$ cat config.mk
export PLATFORM = sky130hd
export DESIGN_NAME = down_counter
export DESIGN_NICKNAME = d
export VERILOG_FILES = /design/src/rtl/down_counter_pkg.sv /design/src/rtl/down_counter_tc.sv /design/src/rtl/down_counter.sv
export SDC_FILE = /design/constraint.sdc
export NUM_CORES = 1
export LEC_CHECK = 0
export ABC_CLOCK_PERIOD_IN_PS = 1500
export BUFFER_PORTS_ARGS = -buffer_cell sky130_fd_sc_hd__buf_4
export CAP_MARGIN = 0
export CORE_AREA = 2 2 39 41
export DETAILED_ROUTE_END_ITERATION = 8
export DIE_AREA = 0 0 41 43
export MAX_ROUTING_LAYER = met4
export PLACE_DENSITY_LB_ADDON = 0.3
export SETUP_SLACK_MARGIN = 0.02
export SYNTH_ARGS = -nofsm -noshare
export SYNTH_HDL_FRONTEND = slang
export SYNTH_SLANG_ARGS = --single-unit
$ cat constraint.sdc
create_clock -name clk -period 1.5 [get_ports clk]
set_input_delay 0.15 -clock clk [delete_from_list [all_inputs] [get_ports clk]]
set_output_delay 0.15 -clock clk [all_outputs]
set_load 0.02 [all_outputs]
$ cat src/rtl/down_counter_pkg.sv
// rtl/down_counter_pkg.sv - shared defaults for the down counter
package down_counter_pkg;

  localparam int          DEFAULT_WIDTH       = 4;
  localparam logic [31:0] DEFAULT_RESET_VALUE = 32'h0000_000F;

endpackage

$ cat src/rtl/down_counter_tc.sv
// rtl/down_counter_tc.sv - terminal-count decode and next-value select
module down_counter_tc #(
  parameter int               WIDTH   = 4,
  parameter logic [WIDTH-1:0] RELOAD  = '1,
  parameter bit               WRAP_EN = 1'b1
) (
  input  logic [WIDTH-1:0] count,
  output logic             zero,
  output logic [WIDTH-1:0] count_next,
  output logic             wrap_next
);

  always_comb begin
    zero       = (count == '0);
    count_next = count - {{(WIDTH-1){1'b0}}, 1'b1};
    wrap_next  = 1'b0;
    // At terminal count either reload (and flag the wrap) or park at zero.
    if (zero) begin
      count_next = WRAP_EN ? RELOAD : '0;
      wrap_next  = WRAP_EN;
    end
  end

endmodule

$ cat src/rtl/down_counter.sv
// rtl/down_counter.sv - free-running down counter with wrap/saturate option
module down_counter
  import down_counter_pkg::*;
#(
  parameter int          WIDTH       = DEFAULT_WIDTH,
  parameter logic [31:0] RESET_VALUE = DEFAULT_RESET_VALUE,
  parameter bit          WRAP_EN     = 1'b1
) (
  input  logic             clk,
  input  logic             reset,
  output logic [WIDTH-1:0] counter,
  output logic             zero,
  output logic             wrap
);

  // Oversized reset values keep only their low WIDTH bits.
  localparam logic [WIDTH-1:0] RELOAD = RESET_VALUE[WIDTH-1:0];

  logic [WIDTH-1:0] counter_q, counter_d;
  logic             wrap_q, wrap_d;
  logic [WIDTH-1:0] count_next;
  logic             wrap_next;

  down_counter_tc #(
    .WIDTH   (WIDTH),
    .RELOAD  (RELOAD),
    .WRAP_EN (WRAP_EN)
  ) u_tc (
    .count      (counter_q),
    .zero       (zero),
    .count_next (count_next),
    .wrap_next  (wrap_next)
  );

  always_comb begin
    counter_d = count_next;
    wrap_d    = wrap_next;
  end

  always_ff @(posedge clk) begin
    if (reset) begin
      counter_q <= RELOAD;
      wrap_q    <= 1'b0;
    end else begin
      counter_q <= counter_d;
      wrap_q    <= wrap_d;
    end
  end

  assign counter = counter_q;
  assign wrap    = wrap_q;

endmodule

Yosys cells after proc, flatten, opt, wreduce, memory -nomap -nowiden
Index checks and enable logic that the tools add are counted.
W data, S select, Z words.
- flip-flop bits (word level): 5
- bits in latches: 0
- memory bits (writable): 0
- memory bits (read-only): 0
- output and inout bits: 6
- word-level logic and storage cells: 6
- memories kept: 0
- $add $sub $neg: 1
- multiply operators: 0
- div/mod/pow operators: 0
- order comparisons: 0
- equality and inequality tests: 0
- shift operators: 0
- multiplexer cells: 1
- bitwise gates (word level): 0
- reduce and logical (&&, ||, !) cells: 2
- operator list (operator ; number):
    $logic_not A4 Y1 ; 1
    $sub A4 B1 Y4 const B ; 1
    $reduce_or A2 Y1 ; 1
    $mux W1 ; 1

Depth between registers and ports, before layout
- depth in word-level cells: 2
- depth in mapped cells: 4
- mapped depth without buffers: 4

Modules after synthesis
From an unflattened synthesis, not the netlist that was laid out.
- cells, all modules: 22
- area total of the unflattened synthesis: 217.7 µm²
- by module, submodules not included (module ; times used ; cells an instance ; area each (µm²)):
    down_counter ; 1 ; 10 ; 131.4
    down_counter_tc ; 1 ; 12 ; 86.3

Worst setup path before layout
No wires, ideal clock.
- path kind: reg2out
- start point: register counter_q[0] (netlist: counter[0])
- end point: output port zero
- arrival time: 1192 ps
- slack: 158 ps
- cell stages (with the launch flop): 5
- path buffers: 0
- cells stage by stage: dfxtp_1 -> inv_1 -> ha_1 -> or3b_1 -> inv_1
- word-level cells in the longest chain between the ends: 1
- RTL lines (what ; RTL line ; text):
    start, declared ; down_counter.sv:19 ; logic [WIDTH-1:0] counter_q, counter_d;
    start signal, assigned ; down_counter.sv:45 ; counter_q <= counter_d;
    $logic_not A4 Y1 ; down_counter_tc.sv:14 ; zero = (count == '0);
    end, declared ; down_counter.sv:12 ; output logic zero,
Every way passes these cells.

Worst setup path in the final report
Same ends and word-level chain as after synthesis.

==> impl_metrics.py <==
metrics = {
    "sta": {
        "period_minus_slack_ps": 1460,
        "setup_violations": 0,
        "min_period_over_period": 0.971,
        "setup-tns-final_ps": 0,
        "rsz0062_at_grt": "yes",
        "timing.fmax_mhz": 687,
        "hold_viol": 0,
        "slew_headroom": 0.872,
        "fin_worst_skew_ps": 8.09,
        "finalMaxSlewViolations": 0,
        "tightest_slew_ps": 192,
        "setup_slack_ps": 44.1,
    },
    "critical_path": {
        "path_cells": "inv_4 > ha_4 > or3b_4 > inv_2 > buf_6",
        "cp.arrival_ps": 1310,
        "max_stage_delay_ps": 380,
        "cp_top_family": "simple AND/OR/NAND/NOR gates",
        "end_kind": "primary output",
        "cpMaxStageDelayCell": "or3b_4",
        "critical_path_buf_inv_count": 3,
        "critPathLaunchType": "flop",
        "path_max_fanout": 2,
        "crit_type": "reg -> out",
        "required_ps": 1350,
    },
    "logic_synthesis": {
        "synth_edf_count": 0,
        "syn_area_per_cell_um2": 10.2,
        "syn-instance-count": 19,
        "ys_seq_elements": 5,
        "yosysTopAreaCell": "dfxtp_1",
        "synthFlopType": "dfxtp_1",
        "synth_area_leaders": "dfxtp_1 (52%), nand3b_1 (7.7%), ha_1 (6.5%), inv_1 (5.8%), a221o_1 (5.2%)",
        "yosysWarningCount": 0,
        "synth.most_common_cell": "dfxtp_1",
        "synth_top_area_share": 0.516,
        "ys_async_sr_fraction": 0,
        "syn-num-nets": 22,
        "syn_area_um2": 194,
        "synth_cell_types": 11,
        "ys_top_cells_by_count": "dfxtp_1 (5), inv_1 (3), nand3b_1 (2), nor2_1 (2)",
        "synth_seq_area_share": 0.516,
    },
    "floorplan": {
        "die_area_um2": 1760,
        "core_area_um2": 1380,
        "io_pins": 8,
        "chipWidth_um": 41,
        "initial_utilization": 0.140,
        "rows": 14,
        "die_h_um": 43,
    },
    "clocking": {
        "htreeDepth": 1,
        "clock_path_buffers": 2,
        "clock_latency_ps": 240,
        "path_clk_slew_ps": 40,
        "cts_buffers": 3,
        "numClockSinks": 5,
        "cts_tree": "yes",
        "cts_hold_buf": 0,
        "root_buffer": "clkbuf_4",
    },
    "detailed_routing": {
        "wl_um": 492,
        "via_per_inst": 3.94,
        "ant_nets": 0,
        "drc": 0,
        "via_count": 197,
        "initialDrtViolationCount": 10,
        "firstDrtPassIters": 3,
        "wl_per_cell_um": 9.84,
    },
    "final_layout": {
        "diodes": 0,
        "fin_nets": 38,
        "fillers": 154,
        "drive_gt1_frac": 0.618,
        "area_growth_pct": 80.0,
    },
    "worst_hold_path": {
        "hp-class": "in -> reg",
    },
    "global_route": {
        "grt.total_usage": 0.0732,
        "first_global_vias": 214,
        "grt_max_degree": 6,
        "antenna_found_initial": 0,
        "grt_pass1_wl_um": 828,
        "globalRouteOverflowTotal": 0,
    },
    "place": {
        "io_buffers": 7,
        "gp_congestion": 0.618,
        "dp_slack_ps": 124,
    },
    "run_status": {
        "status": "completed",
    },
    "power": {
        "leakagePower_nw": 0.154,
        "power_density_nw_per_um2": 1030,
        "ir_drop_uv": 418,
    },
    "job": {
        "maxCapViolCount": 0,
    },
}
what timing repair did:
action / in CTS / in global routing
setup buffers: 4 / 0
gates resized for setup: 7 / 4
pin swaps: 1 / 1
gates cloned: 0 / 0
setup endpoints to repair: 1 / 1
cell type report:
cell class	instances	area, µm²	share of cell area
well taps	16	20.0	0.0573
multi-input cells	11	97.6	0.280
inverters	3	13.8	0.0394
repair buffers	11	86.3	0.247
flip-flops and latches	5	105	0.301
clock buffers	4	26.3	0.0753
worst paths after layout:
kind	start	to	slack, ps	cells past startpoint
worst max-delay path	counter[0]$_SDFF_PP1_	zero	40	5
worst min-delay path	reset	wrap$_SDFF_PP0_	100	2
worst max register to register	counter[0]$_SDFF_PP1_	counter[3]$_SDFF_PP1_	210	3
worst min register to register	counter[3]$_SDFF_PP1_	counter[3]$_SDFF_PP1_	560	1
flip-flops by register name, summed over array words and instances (netlist names):
signal	flops
wrap	1
counter	4
stage by stage:
step	area, µm²	hold slack, ps	instances	utilization	power, mW
2_1_floorplan	194	222	19	-	0.171
3_3_place_gp	267	348	42	0.193	0.187
3_5_place_dp	267	351	42	0.193	0.188
4_1_cts	337	101	50	0.243	0.356
5_1_grt	349	99.1	50	0.252	0.378
6_report	349	102	50	0.252	0.358
per-layer routing:
metal / wire, µm / track usage / part of all wire
met1: 189 / 0.0712 / 0.38
met2: 242 / 0.106 / 0.49
met3: 60 / 0.0628 / 0.12
met4: 0 / 0.0200 / 0
met5: 0 / - / 0
power by group:
group	internal (mW)	total [mW]	switching, mW
clock	0.101	0.156	0.0556
sequential	0.141	0.147	0.00673
combinational	0.0290	0.0549	0.0259
layout by cell type (no fill, tap or decap):
cell type,count
nand2b_1,1
dfxtp_2,1
dfxtp_1,3
inv_2,2
or3b_4,1
nor2_1,2
o21bai_1,1
ha_4,1
clkbuf_4,3
nand3b_1,2
buf_6,1
xnor2_1,1
inv_4,1
or3_1,1
a221o_1,1
buf_4,10
clkbuf_1,1
dfxtp_4,1
cells by family (layout without fill, tap and decap cells):
family / after synthesis / after routing / synth area share
simple gates: 7 / 7 / 0.226
flops: 5 / 5 / 0.516
buf+inv: 3 / 18 / 0.0581
compound gates: 2 / 2 / 0.0903
fa+ha+maj: 1 / 1 / 0.0645
xor+xnor: 1 / 1 / 0.0452
Note: power is estimated with default switching activity, not from simulation.
